`src/rtl/wb_store_buffer_pkg.sv`:
```
// Shared types and constants for the write-back stage and its posted store queue.
package wb_store_buffer_pkg;

  // Background drain of the store queue towards the D-cache core bus.
  typedef enum logic [1:0] {
    DS_IDLE,
    DS_REQ,
    DS_WAIT
  } drain_state_e;

  // Entries are sized for the widest supported configuration; narrower
  // instances zero-extend on write and slice on read.
  localparam int SQ_MAX_ADDR_W = 64;
  localparam int SQ_MAX_DATA_W = 64;

  typedef struct packed {
    logic [SQ_MAX_ADDR_W-1:0] addr;
    logic [SQ_MAX_DATA_W-1:0] data;
  } sq_entry_t;

  // D-cache request tag fields, packed MSB-first as {WRITE, MEMORY, DATA, 0...}.
  localparam logic WRITE  = 1'b1;
  localparam logic MEMORY = 1'b1;
  localparam logic DATA   = 1'b1;

endpackage

```
`src/rtl/wb_store_buffer_if.sv`:
```
// D-cache core bus as seen by the store drain: master issues, slave acknowledges.
interface wb_store_buffer_if #(
  parameter int ADDR_W = 64,
  parameter int DATA_W = 64,
  parameter int TAG_W  = 13
);
  logic              reqcyc;
  logic [ADDR_W-1:0] req;
  logic [DATA_W-1:0] reqdata;
  logic [TAG_W-1:0]  reqtag;
  logic              reqack;
  logic              writeack;

  modport master (output reqcyc, req, reqdata, reqtag, input reqack, writeack);
  modport slave  (input reqcyc, req, reqdata, reqtag, output reqack, writeack);
endinterface

```
`src/rtl/wb_store_buffer_sq_fifo.sv`:
```
// Store queue: circular storage, head/tail pointers, occupancy and a line-granular probe CAM.
module wb_store_buffer_sq_fifo
  import wb_store_buffer_pkg::*;
#(
  parameter int ADDR_W   = 64,
  parameter int DATA_W   = 64,
  parameter int SQ_DEPTH = 4,
  localparam int PTR_W   = $clog2(SQ_DEPTH),
  localparam int CNT_W   = $clog2(SQ_DEPTH + 1)
) (
  input  logic              clk,
  input  logic              reset,
  input  logic              push,
  input  logic [ADDR_W-1:0] pushAddr,
  input  logic [DATA_W-1:0] pushData,
  input  logic              pop,
  output logic [ADDR_W-1:0] headAddr,
  output logic [DATA_W-1:0] headData,
  output logic [CNT_W-1:0]  count,
  input  logic [ADDR_W-1:0] probeAddr,
  output logic              probeHit
);

  // Probe compares 8-byte granules: address bits [2:0] are ignored.
  localparam logic [ADDR_W-1:0] LINE_MASK = ~ADDR_W'(7);

  sq_entry_t          entries [SQ_DEPTH];
  logic [SQ_DEPTH-1:0] entryVld;
  logic [PTR_W-1:0]    headPtr;
  logic [PTR_W-1:0]    tailPtr;

  // Pointer, occupancy and valid-bit bookkeeping; pointers wrap naturally at the power-of-two depth.
  always_ff @(posedge clk) begin
    if (!reset) begin
      headPtr  <= '0;
      tailPtr  <= '0;
      count    <= '0;
      entryVld <= '0;
    end else begin
      if (push) begin
        tailPtr           <= tailPtr + PTR_W'(1);
        entryVld[tailPtr] <= 1'b1;
      end
      if (pop) begin
        headPtr           <= headPtr + PTR_W'(1);
        entryVld[headPtr] <= 1'b0;
      end
      case ({push, pop})
        2'b10:   count <= count + CNT_W'(1);
        2'b01:   count <= count - CNT_W'(1);
        default: count <= count;
      endcase
    end
  end

  // Payload storage; only the valid bits are reset, stale payload is never observed.
  always_ff @(posedge clk) begin
    if (push) begin
      entries[tailPtr] <= '{addr: SQ_MAX_ADDR_W'(pushAddr), data: SQ_MAX_DATA_W'(pushData)};
    end
  end

  assign headAddr = entries[headPtr].addr[ADDR_W-1:0];
  assign headData = entries[headPtr].data[DATA_W-1:0];

  // Any valid entry (including the head awaiting writeack) matching the probed granule.
  always_comb begin
    probeHit = 1'b0;
    for (int i = 0; i < SQ_DEPTH; i++) begin
      if (entryVld[i] && (((entries[i].addr[ADDR_W-1:0] ^ probeAddr) & LINE_MASK) == '0)) begin
        probeHit = 1'b1;
      end
    end
  end

endmodule

```
`src/rtl/wb_store_buffer.sv`:
```
// Write-back stage: ALU results retire to the register file immediately, stores are posted
// into a small queue and drained to the D-cache in the background.
module wb_store_buffer
  import wb_store_buffer_pkg::*;
#(
  parameter int ADDR_W   = 64,
  parameter int DATA_W   = 64,
  parameter int NREGS    = 16,
  parameter int SQ_DEPTH = 4,
  parameter int TAG_W    = 13,
  localparam int REG_W   = $clog2(NREGS),
  localparam int CNT_W   = $clog2(SQ_DEPTH + 1)
) (
  input  logic              clk,
  input  logic              reset,
  input  logic              in_valid,
  output logic              in_ready,
  input  logic              in_kill,
  input  logic [REG_W-1:0]  in_dest_reg,
  input  logic              in_dest_valid,
  input  logic [REG_W-1:0]  in_spec_reg,
  input  logic              in_spec_valid,
  input  logic [DATA_W-1:0] in_alu_result,
  input  logic [DATA_W-1:0] in_alu_special,
  input  logic              in_is_store,
  input  logic [ADDR_W-1:0] in_store_addr,
  output logic              rf_we0,
  output logic              rf_we1,
  output logic [REG_W-1:0]  rf_waddr0,
  output logic [REG_W-1:0]  rf_waddr1,
  output logic [DATA_W-1:0] rf_wdata0,
  output logic [DATA_W-1:0] rf_wdata1,
  output logic [NREGS-1:0]  busy_clr,
  wb_store_buffer_if.master dc,
  input  logic [ADDR_W-1:0] probe_addr,
  output logic              probe_hit,
  input  logic              fence_req,
  output logic              fence_done,
  output logic [CNT_W-1:0]  sq_count
);

  localparam logic [CNT_W-1:0] DEPTH_C = CNT_W'(SQ_DEPTH);
  localparam logic [TAG_W-1:0] REQ_TAG = {WRITE, MEMORY, DATA, {(TAG_W - 3){1'b0}}};

  drain_state_e      state;
  drain_state_e      stateNext;
  logic              live;
  logic              push;
  logic              pop;
  logic              specOverlap;
  logic [ADDR_W-1:0] headAddr;
  logic [DATA_W-1:0] headData;
  logic              unusedFence;

  // Fence is purely a wait condition upstream; fence_done alone carries the answer.
  assign unusedFence = fence_req;

  // A pop in the same cycle never frees a slot for a push: no bypass path.
  assign in_ready = in_valid & (in_kill | ~in_is_store | (sq_count < DEPTH_C));
  assign live     = in_ready & ~in_kill;
  assign push     = live & in_is_store;

  wb_store_buffer_sq_fifo #(
    .ADDR_W  (ADDR_W),
    .DATA_W  (DATA_W),
    .SQ_DEPTH(SQ_DEPTH)
  ) sqFifo (
    .clk      (clk),
    .reset    (reset),
    .push     (push),
    .pushAddr (in_store_addr),
    .pushData (in_alu_result),
    .pop      (pop),
    .headAddr (headAddr),
    .headData (headData),
    .count    (sq_count),
    .probeAddr(probe_addr),
    .probeHit (probe_hit)
  );

  // Register-file writes and scoreboard release for the instruction accepted this cycle.
  always_comb begin
    specOverlap = in_spec_valid & in_dest_valid & (in_spec_reg == in_dest_reg);
    rf_we0      = live & ~in_is_store & in_dest_valid & ~specOverlap;
    rf_we1      = live & ~in_is_store & in_spec_valid;
    rf_waddr0   = in_dest_reg;
    rf_waddr1   = in_spec_reg;
    rf_wdata0   = in_alu_result;
    rf_wdata1   = in_alu_special;
    busy_clr    = '0;
    if (rf_we0 || (push && in_dest_valid)) begin
      busy_clr = busy_clr | (NREGS'(1) << in_dest_reg);
    end
    if (rf_we1) begin
      busy_clr = busy_clr | (NREGS'(1) << in_spec_reg);
    end
  end

  // Drain FSM state register; reset abandons any in-flight write.
  always_ff @(posedge clk) begin
    if (!reset) begin
      state <= DS_IDLE;
    end else begin
      state <= stateNext;
    end
  end

  // Drain FSM transitions: one outstanding write at a time, strict FIFO order.
  always_comb begin
    stateNext = state;
    case (state)
      DS_IDLE: if (sq_count != '0) stateNext = DS_REQ;
      DS_REQ:  if (dc.reqack) stateNext = dc.writeack ? DS_IDLE : DS_WAIT;
      DS_WAIT: if (dc.writeack) stateNext = DS_IDLE;
      default: stateNext = DS_IDLE;
    endcase
  end

  // Drain FSM outputs: the head payload is stable while REQ because the head only moves on pop.
  always_comb begin
    dc.reqcyc  = (state == DS_REQ);
    dc.req     = dc.reqcyc ? headAddr : '0;
    dc.reqdata = dc.reqcyc ? headData : '0;
    dc.reqtag  = dc.reqcyc ? REQ_TAG : '0;
    pop        = ((state == DS_REQ) && dc.reqack && dc.writeack) ||
                 ((state == DS_WAIT) && dc.writeack);
    fence_done = (sq_count == '0) && (state == DS_IDLE);
  end

endmodule
```
`src/flat_wrapper.sv`:
```
// flat-port wrapper written by rule: the top's interface ports become plain ports
module wb_store_buffer_flat import wb_store_buffer_pkg::*;
#(
  parameter int ADDR_W   = 64,
  parameter int DATA_W   = 64,
  parameter int NREGS    = 16,
  parameter int SQ_DEPTH = 4,
  parameter int TAG_W    = 13,
  localparam int REG_W   = $clog2(NREGS),
  localparam int CNT_W   = $clog2(SQ_DEPTH + 1)
)
  (clk, reset, in_valid, in_ready, in_kill, in_dest_reg, in_dest_valid, in_spec_reg, in_spec_valid, in_alu_result, in_alu_special, in_is_store, in_store_addr, rf_we0, rf_we1, rf_waddr0, rf_waddr1, rf_wdata0, rf_wdata1, busy_clr, probe_addr, probe_hit, fence_req, fence_done, sq_count, dc_reqcyc, dc_req, dc_reqdata, dc_reqtag, dc_reqack, dc_writeack);
  wb_store_buffer_if #(.ADDR_W(ADDR_W), .DATA_W(DATA_W), .TAG_W(TAG_W)) dc_i ();
  input  logic clk;
  input  logic reset;
  input  logic in_valid;
  output logic in_ready;
  input  logic in_kill;
  input  logic [REG_W-1:0] in_dest_reg;
  input  logic in_dest_valid;
  input  logic [REG_W-1:0] in_spec_reg;
  input  logic in_spec_valid;
  input  logic [DATA_W-1:0] in_alu_result;
  input  logic [DATA_W-1:0] in_alu_special;
  input  logic in_is_store;
  input  logic [ADDR_W-1:0] in_store_addr;
  output logic rf_we0;
  output logic rf_we1;
  output logic [REG_W-1:0] rf_waddr0;
  output logic [REG_W-1:0] rf_waddr1;
  output logic [DATA_W-1:0] rf_wdata0;
  output logic [DATA_W-1:0] rf_wdata1;
  output logic [NREGS-1:0] busy_clr;
  input  logic [ADDR_W-1:0] probe_addr;
  output logic probe_hit;
  input  logic fence_req;
  output logic fence_done;
  output logic [CNT_W-1:0] sq_count;
  output wire logic [$bits(dc_i.reqcyc)-1:0] dc_reqcyc;
  output wire logic [$bits(dc_i.req)-1:0] dc_req;
  output wire logic [$bits(dc_i.reqdata)-1:0] dc_reqdata;
  output wire logic [$bits(dc_i.reqtag)-1:0] dc_reqtag;
  input wire logic [$bits(dc_i.reqack)-1:0] dc_reqack;
  input wire logic [$bits(dc_i.writeack)-1:0] dc_writeack;
  assign dc_reqcyc = dc_i.reqcyc;
  assign dc_req = dc_i.req;
  assign dc_reqdata = dc_i.reqdata;
  assign dc_reqtag = dc_i.reqtag;
  assign dc_i.reqack = dc_reqack;
  assign dc_i.writeack = dc_writeack;
  wb_store_buffer #(.ADDR_W(ADDR_W), .DATA_W(DATA_W), .NREGS(NREGS), .SQ_DEPTH(SQ_DEPTH), .TAG_W(TAG_W)) u_core (.clk(clk), .reset(reset), .in_valid(in_valid), .in_ready(in_ready), .in_kill(in_kill), .in_dest_reg(in_dest_reg), .in_dest_valid(in_dest_valid), .in_spec_reg(in_spec_reg), .in_spec_valid(in_spec_valid), .in_alu_result(in_alu_result), .in_alu_special(in_alu_special), .in_is_store(in_is_store), .in_store_addr(in_store_addr), .rf_we0(rf_we0), .rf_we1(rf_we1), .rf_waddr0(rf_waddr0), .rf_waddr1(rf_waddr1), .rf_wdata0(rf_wdata0), .rf_wdata1(rf_wdata1), .busy_clr(busy_clr), .dc(dc_i), .probe_addr(probe_addr), .probe_hit(probe_hit), .fence_req(fence_req), .fence_done(fence_done), .sq_count(sq_count));
endmodule
```
`config.mk`:
```
export PLATFORM = sky130hd
export DESIGN_NAME = wb_store_buffer_flat
export DESIGN_NICKNAME = d
export VERILOG_FILES = /design/src/rtl/wb_store_buffer_pkg.sv /design/src/rtl/wb_store_buffer_if.sv /design/src/rtl/wb_store_buffer_sq_fifo.sv /design/src/rtl/wb_store_buffer.sv /design/src/flat_wrapper.sv
export SDC_FILE = /design/constraint.sdc
export NUM_CORES = 1
export LEC_CHECK = 0
export ABC_CLOCK_PERIOD_IN_PS = 10100
export BUFFER_PORTS_ARGS = -buffer_cell sky130_fd_sc_hd__buf_2
export CAP_MARGIN = 10
export CELL_PAD_IN_SITES_DETAIL_PLACEMENT = 1
export CELL_PAD_IN_SITES_GLOBAL_PLACEMENT = 2
export CORE_MARGIN = 2
export CORE_UTILIZATION = 42
export CTS_BUF_LIST = sky130_fd_sc_hd__clkbuf_8
export CTS_CLUSTER_SIZE = 10
export DETAILED_ROUTE_END_ITERATION = 10
export GPL_TIMING_DRIVEN = 0
export PLACE_DENSITY_LB_ADDON = 0.05
export RECOVER_POWER = 25
export SETUP_SLACK_MARGIN = 0.5
export SYNTH_ARGS = -nofsm -noshare
export SYNTH_HDL_FRONTEND = slang
export SYNTH_SLANG_ARGS = --single-unit
```
`constraint.sdc`:
```
create_clock -name clk -period 10.1 [get_ports clk]
set_input_delay 0.505 -clock clk [delete_from_list [all_inputs] [get_ports clk]]
set_output_delay 0.505 -clock clk [all_outputs]
set_load 0.01 [all_outputs]
```
# Yosys cells after proc, flatten, opt, wreduce, memory -nomap -nowiden
# Memories as Yosys holds them, arrays and structs flattened. A register that Yosys moved wholly into a read port is not among the register bits.
# Index checks and enable logic that the tools add are counted.
[classes]
n_addsub = 4
n_lt_le_gt_ge = 5
n_eq_ne = 8
shifts = 2
muxes = 26
bitwise = 22
reduce_logical = 22
[ops]
columns = ["op", "n"]
rows = [
  ["logical NOT 64 bit", 4],
  ["bitwise XOR 64 bit", 4],
  ["two-way mux 64 bit", 2],
  ["two-way mux 16 bit", 2],
  ["left shift 1 x 4 -> 16 bit, first input constant", 2],
  ["OR 16 bit", 1],
  ["two-way mux 13 bit", 1],
  ["two-way mux 2 bit", 6],
  ["two-way mux 4 bit", 3],
  ["logical AND 1 bit", 11],
  ["AND 1 bit", 9],
  ["two-way mux 1 bit", 8],
  ["less-than comparator 2 x 3 -> 1 bit, second input constant", 2],
  ["case mux 2 bit (3 select lines)", 1],
  ["case mux 3 bit (2 select lines)", 1],
  ["adder 2 x 1 -> 2 bit, second input constant", 2],
  ["AND 4 bit", 1],
  ["demux 1 bit (select 2 bit)", 2],
  ["equality test 2 x 1 -> 1 bit, second input constant", 2],
  ["equality test 2 bit, second input constant", 2],
  ["equality test 4 bit", 1],
  ["greater-or-equal comparator 2 x 1 -> 1 bit, second input constant", 2],
  ["!= test 2 x 1 -> 1 bit, second input constant", 2],
  ["inverter 4 bit", 1],
  ["13 further kinds", 17],
]
[totals]
regBits = 13
ramBits = 512
n_memories = 1
[memory_table]
columns = ["memory", "depth", "width", "rd", "rd_clocked_by_memory_dff", "wr", "line", "rtl"]
rows = [
  ["u_core.sqFifo.entries", 4, 128, 5, 1, 1, "wb_store_buffer_sq_fifo.sv:27", "sq_entry_t entries [SQ_DEPTH];"],
]

# Longest topological paths before layout
# Gate-level depths: netlist of run 1.
[depth]
ltp_word = 12
ltp_mapped = 11
depth_no_buf = 10

# By module
# Synthesis of run 1 repeated with hierarchy kept, for this count alone.
[unflattened]
hier_cells = 1493
area_unflattened_um2 = 24493.5
[modules_own_cells]
columns = ["mod", "instances", "cells_per_inst", "area_per_inst_um2", "seq_area_each_um2"]
rows = [
  ["wb_store_buffer_sq_fifo", 1, 1125, 21923.5, 15635.0],
  ["wb_store_buffer", 1, 368, 2570.0, 40.0],
]

# Worst setup path before layout of run 1
# Ideal clock, no wire load.
[synth_timing]
path_type = "input to register"
startpoint = "in in_is_store"
endpoint = "mem u_core.sqFifo.entries[0][0] (netlist bit) (enable)"
setup_ns = 0.504
arrival_ns = 3.975
setup_slack_ns = 5.621
path_stages = 3
n_path_buf = 0
cell_sequence = "nor2b_1 -> a21boi_2 -> and3_1"
[synth_between]
elab_chain_cells = 8
[synth_rtl]
columns = ["element", "line", "rtl"]
rows = [
  ["from (decl)", "flat_wrapper.sv:25", "input logic in_is_store;"],
  ["inverter 1 bit", "wb_store_buffer.sv:59", "assign in_ready = in_valid & (in_kill | ~in_is_store | (sq_count < DEPTH_C));"],
  ["OR 1 bit (2 in series)", "wb_store_buffer.sv:59", ""],
  ["AND 1 bit", "wb_store_buffer.sv:59", ""],
  ["named net in_ready", "flat_wrapper.sv:17", "output logic in_ready;"],
  ["AND 1 bit", "wb_store_buffer.sv:60", "assign live = in_ready & ~in_kill;"],
  ["AND 1 bit", "wb_store_buffer.sv:61", "assign push = live & in_is_store;"],
  ["two-way mux 1 bit", "wb_store_buffer_sq_fifo.sv:58", "if (push) begin"],
  ["two-way mux 1 bit (implied by the code)", "wb_store_buffer_sq_fifo.sv:59", "entries[tailPtr] <= '{addr: SQ_MAX_ADDR_W'(pushAddr), data: SQ_MAX_DATA_W'(pushData)};"],
  ["to (decl)", "wb_store_buffer_sq_fifo.sv:27", ""],
]
# The timed path passes the listed nets, and every way through them passes these cells.

==> results of run 1 <==
[state kept, by name, summed over array words and instances (netlist names), named ones only]
signal,count
u_core.sqFifo.headPtr,2
u_core.sqFifo.count,3
u_core.sqFifo.entryVld,4
u_core.sqFifo.tailPtr,2
u_core.state,2
u_core.sqFifo.entries,512
[how the worst max path moves through the flow]
stage | to | cells past startpoint | from
2_1_floorplan | u_core.sqFifo.entries[0][0] | 3 | in_is_store
3_3_place_gp | u_core.sqFifo.entries[1][24] | 4 | in_is_store
3_5_place_dp | dc_req[18] | 5 | u_core.state[0]
4_1_cts | dc_req[18] | 5 | u_core.state[0]
5_1_grt | dc_req[15] | 5 | register
6_report | dc_req[15] | 5 | register
[cell type report]
cell class	instances	area (µm²)	area share
Tap cell	765	957.2	0.03208
Buffer	208	1360	0.04558
Clock buffer	91	1252	0.04197
Timing Repair Buffer	523	2846	0.09540
Inverter	50	187.7	0.006290
Multi-Input combinational cell	695	7091	0.2376
Sequential cell	527	15680	0.5253
Antenna cell	5	12.51	0.0004193
Clock inverter	73	456.7	0.01531
[cells by family (layout without fill, tap and decap cells)]
group | after synthesis | count (layout) | synth area share
fa+ha+maj | 10 | 10 | 0.005467
flops | 527 | 527 | 0.6461
simple gates | 268 | 268 | 0.06911
buf+inv | 258 | 945 | 0.06380
xor+xnor | 196 | 196 | 0.07076
mux | 129 | 129 | 0.1192
other cells | 1 | 15 | 0.0001546
compound gates | 82 | 82 | 0.02532
[repair_timing]
| item | in CTS | in global routing |
|---|---|---|
| setup buffers | 0 | 0 |
| endpoints found under the hold margin | 95 | 0 |
| resized for setup | 0 | 0 |
| hold buffers | 30 | 0 |
[power by group]
| group | internal (mW) | leakage (nW) | total (mW) | switching, mW |
|---|---|---|---|---|
| logic | 0.236 | 5.33 | 0.552 | 0.316 |
| registers | 2.43 | 4.75 | 2.44 | 0.0123 |
| clock network | 0.973 | 0.975 | 1.86 | 0.889 |
[worst reg2reg max path: cells and delay by family (launching register included)]
kind	cells	cell delay [ps]
adders and majority gates	2	660
DFF	1	380
muxes	1	230
and+or+nand+nor	2	440
buffers and inverters	2	520
AOI/OAI and AO/OA	1	140
xor gates and xnor gates	1	160
[routing by layer]
metal  global-route usage  wire, µm
met3              0.07013      6016
met2               0.4379     39450
met1               0.3325     30820
met4              0.06510      1548
met5                    0       133
[cells in the mapped netlist (5+ instances only)]
master     instances  area [µm²]
edfxtp_1         512       15370
o21ai_0            5       25.02
nand4_1           31       193.9
clkbuf_1          45       168.9
and2_1           136       850.8
inv_2              5       18.77
xnor2_1           90       788.3
nor2b_1            5       31.28
buf_2             13       65.06
inv_1             45       168.9
nand2b_1          14       87.58
nor4_1            33       206.5
xor2_1           106       928.4
dfxtp_1           15       300.3
nand2_1           10       37.54
nor2_1             7       26.28
a221oi_1          13       113.9
o22ai_1           32       200.2
mux4_2           128        2883
ha_1               9       112.6
o2bb2ai_1          7       61.31
buf_4            150        1126
[per-stage QoR]
step	hold slack [ps]	cells	power, mW
3_3_place_gp	477.1	2729	3.030
5_1_grt	41.35	2933	5.025
4_1_cts	0.1049	2931	4.903
3_5_place_dp	482.1	2737	3.036
6_report	65.25	2937	4.852
2_1_floorplan	466.0	1480	2.764
==> flow_summary.yaml, run 1 <==
critical_path:
  critPathBufInv: 3
  arrival_ps: 3430
  rr_startpoint: "u_core.state[1]"
  required_ps: 9600
  crit_slowest_cell: "clkbuf_1"
  startpoint_type: "register"
  timing.rr.end: "u_core.sqFifo.count[2]"
  crit_top_cell: "clkbuf_1"
  slowest_delay_ps: 920
  path_delay_family: "buffers and inverters"
  rrSetupSlack_ps: 7520
  cp_max_fo: 10
  crit_chain: "clkbuf_1 -> clkbuf_1 -> mux4_2 -> and2_1 -> buf_2"
  r2r_cells: 9
  crit_type: "reg -> out"
  critPathCaptureType: "output port"
worst_hold_path:
  hp-class: "in -> reg"
  hold_path_end: "u_core.sqFifo.entries[1][105]"
  min_from: "in_store_addr[41]"
  whs_path_depth: 1
floorplanning:
  die_height_um: 244.3
  num_io_pins: 576
  fp-row-count: 88
  start_util: 0.4229
  chipWidth_um: 244.3
  core_area_um2: 57370
  die_area_um2: 59700
pwr:
  irDropWorstVdd_mv: 0.1171
  power_density_nw_per_um2: 162.6
  p_leak_nw: 11.05
detailed_routing:
  drtIter0Drc: 1142
  post_drt_wl_per_cell_um: 26.55
  via_per_inst: 5.230
  dr.pass1.iters: 5
  routed_wirelength_um: 77970
  ant_nets: 0
  vias: 15360
  drcViolationCount: 0
synth:
  yosysSeqAreaShare: 0.6461
  synth_flop_cell: "edfxtp_1"
  synth_cell_types: 56
  synth_seq_cells: 527
  ys_warn_count: 0
  synthArstFlopShare: 0
  synth_cells: 1471
  synth_edf_count: 512
  syn_area_um2: 24260
  synth.avg_cell_area_um2: 16.49
clocking:
  cts_buffer_depth: 3
  clk_latency_ps: 690
  cts-root-buf: "clkbuf_8"
  cts_inserted_buffers: 90
  cts_tree: "built"
  cts.reportedPaths.clkPinSlew_ps: 60
  clock-sinks: 527
  htree_levels: 3
final_layout:
  final_cell_mix: "edfxtp_1, buf_2, buf_4, and2_1, clkbuf_1"
  final_common_cell: "edfxtp_1"
  layout.nets: 2379
  drive_above_1_share: 0.3798
  final_util: 0.5202
  fin_area_um2: 29840
  area_growth_syn_to_layout_pct: 23.00
  fillers: 5783
timing:
  fin_skew_ps: 36.58
  worst_pin_slew_ps: 1152
  fmax_mhz: 253.8
  setup_viol: 0
  min_period_over_period: 0.3900
  slew_headroom: 0.2250
  finalMaxSlewViolations: 0
  min_period_ps: 3939
  finalSetupTns_ps: 0
  finalHoldViolations: 0
  setup_ws_ps: 6161
  rsz0062_at_grt: "false"
grt:
  grt_max_degree: 51
  grt_pass1_wl_um: 110800
  grt_pass1_vias: 15960
  track_usage: 0.2595
  antenna_found_initial: 20
  grt_remaining_overflow: 0
run_status:
  status: "finished, final reports clean"
place:
  dp_hpwl_um: 57900
  pre_cts_slack_ps: 6593
  globalplace.congestion: 0.9385
  placed_area_um2: 27910
  portBuffers: 484
job:
  drv_cap: 0
Power figures use the tool's default switching activity.
==> run 2, diff against run 1 <==
--- a/config.mk
+++ b/config.mk
@@ -5,13 +5,13 @@
 export SDC_FILE = /design/constraint.sdc
 export NUM_CORES = 1
 export LEC_CHECK = 0
-export ABC_CLOCK_PERIOD_IN_PS = 10100
+export ABC_CLOCK_PERIOD_IN_PS = 3800
 export BUFFER_PORTS_ARGS = -buffer_cell sky130_fd_sc_hd__buf_2
 export CAP_MARGIN = 10
 export CELL_PAD_IN_SITES_DETAIL_PLACEMENT = 1
 export CELL_PAD_IN_SITES_GLOBAL_PLACEMENT = 2
 export CORE_MARGIN = 2
-export CORE_UTILIZATION = 42
+export CORE_UTILIZATION = 39
 export CTS_BUF_LIST = sky130_fd_sc_hd__clkbuf_8
 export CTS_CLUSTER_SIZE = 10
 export DETAILED_ROUTE_END_ITERATION = 10
==> constraint.sdc (replaced) <==
create_clock -name clk -period 3.8 [get_ports clk]
set_input_delay 0.19 -clock clk [delete_from_list [all_inputs] [get_ports clk]]
set_output_delay 0.19 -clock clk [all_outputs]
set_load 0.01 [all_outputs]
==> run 2 against run 1 <==
Worst hold slack gained 210 ps. Register-to-register slack lost 6200 ps. Critical path depth grew 1. Critical endpoint is now probe_hit. Largest power group unchanged. Highest routed layer unchanged.
==> flow_summary.yaml, run 2 (same netlist as run 1, synthesis figures left out) <==
critical_path:
  timing.rr.end: "u_core.sqFifo.entries[2][16]"
  rr_startpoint: "u_core.sqFifo.count[2]"
  rrSetupSlack_ps: 1330
  cp-endpoint: "probe_hit"
  cp_max_fo: 2
  crit_type: "reg -> out"
  startpoint_type: "register"
  critPathCaptureType: "output port"
  required_ps: 3610
  arrival_ps: 3140
  critPathLaunch: "u_core.sqFifo.entryVld[1]"
  r2r_cells: 4
grt:
  grt_pass1_vias: 16610
  grt_remaining_overflow: 0
  grt_pass1_wl_um: 113900
  track_usage: 0.2491
  antenna_found_initial: 19
  grt_max_degree: 52
floorplanning:
  chipWidth_um: 253.4
  die_height_um: 253.4
  core_area_um2: 61600
  die_area_um2: 64210
  num_io_pins: 576
  start_util: 0.3938
  fp-row-count: 91
timing:
  finalHoldViolations: 0
  min_period_over_period: 0.8767
  setup_viol: 0
  min_period_ps: 3332
  fin_skew_ps: 15.92
  finalSetupTns_ps: 0
  worst_pin_slew_ps: 964.8
  rsz0062_at_grt: "true"
  finalMaxSlewViolations: 0
  slew_headroom: 0.3568
  fmax_mhz: 300.2
  setup_ws_ps: 468.5
detailed_routing:
  dr.pass1.iters: 5
  via_per_inst: 5.086
  post_drt_wl_per_cell_um: 25.91
  routed_wirelength_um: 80910
  vias: 15890
  drtIter0Drc: 1070
  drcViolationCount: 0
  ant_nets: 0
clocking:
  cts_buffer_depth: 3
  cts_inserted_buffers: 92
  htree_levels: 3
  postCtsSetupRepairBufs: 0
  cts.reportedPaths.clkPinSlew_ps: 60
  cts_tree: "built"
  cts-root-buf: "clkbuf_8"
  clk_latency_ps: 670
  clock-sinks: 527
final_layout:
  fin_area_um2: 31040
  drive_above_1_share: 0.3758
  top_regs: "u_core.sqFifo.entries (512), u_core.sqFifo.entryVld (4), u_core.sqFifo.count (3)"
  final_common_cell: "edfxtp_1"
  largest_reg_flops: 512
  layout.nets: 2483
  fillers: 6181
  area_growth_syn_to_layout_pct: 27.95
  max_flop_register: "u_core.sqFifo.entries"
  final_cell_mix: "edfxtp_1, buf_2, buf_4, and2_1, dlygate4sd3_1"
job:
  drv_cap: 0
pwr:
  p_leak_nw: 11.53
  irDropWorstVdd_mv: 0.2958
  power_density_nw_per_um2: 419.8
place:
  portBuffers: 484
  dp_hpwl_um: 59400
  globalplace.congestion: 0.9376
  placed_area_um2: 28030
  pre_cts_slack_ps: 773.8
worst_hold_path:
  hp-class: "in -> reg"
run_status:
  status: "finished, final reports clean"
-- run 2: timing repair --
action	CTS	global route
hold buffers	132	0
gates cloned	0	0
endpoints found under the hold margin	516	0
resized for setup	8	3
setup endpoints to repair	120	2
-- run 2: worst min path at each step --
stage / from / end / slack, ps / depth (start not counted)
final: in_kill / u_core.sqFifo.tailPtr[1] / 280 / 6
after global routing: in_kill / u_core.sqFifo.entries[3][5] / 300 / 3
after global placement: in_store_addr[63] / u_core.sqFifo.entries[0][127] / 400 / 1
after CTS: in_store_addr[14] / u_core.sqFifo.entries[0][78] / 210 / 2
after floorplan: in_alu_result[0] / u_core.sqFifo.entries[0][0] / 290 / 0
after detailed placement: in_store_addr[41] / u_core.sqFifo.entries[3][105] / 410 / 1
-- run 2: layout make-up --
| cell class | count | area [µm²] | area share |
|---|---|---|---|
| antenna | 8 | 20.02 | 0.0006450 |
| buffer | 208 | 1371 | 0.04418 |
| clock buffer | 95 | 1308 | 0.04212 |
| clock inverter | 78 | 452.9 | 0.01459 |
| inverter | 50 | 187.7 | 0.006046 |
| multi-input combinational | 695 | 7098 | 0.2287 |
| sequential | 527 | 15680 | 0.5050 |
| tap | 837 | 1047 | 0.03374 |
| timing repair buffer | 625 | 3880 | 0.1250 |
-- run 2: metrics by stage --
step / hold WS (ps) / power (mW) / std cells / utilization
final: 279.8 / 13.03 / 3123 / 0.5039
after global routing: 301.1 / 13.51 / 3117 / 0.5037
after CTS: 212.6 / 13.18 / 3115 / 0.5053
after detailed placement: 408.0 / 8.067 / 2810 / 0.4551
after global placement: 401.6 / 8.047 / 2801 / 0.4508
after floorplan: 288.9 / 7.341 / 1480 / -
-- run 2: routing by layer --
layer,up-vias,global-route usage,share of wire
met2,585,0.4286,0.51
met3,101,0.05962,0.071
met1,8217,0.3159,0.40
met4,22,0.06289,0.015
li1,6960,-,-
met5,-,0,0.0018
-- run 2: critical path, cell delays in order (launching register included) --
cell and delay (ps):
dfxtp_1 440, o21ai_0 290, nor4_1 780, nand3_1 170, nor4_1 360, or4_1 250
buf_2 160
-- run 2: power by group --
group	internal, mW	switching [mW]
Clock	2.56	2.43
Combinational	0.693	0.861
Sequential	6.45	0.0346
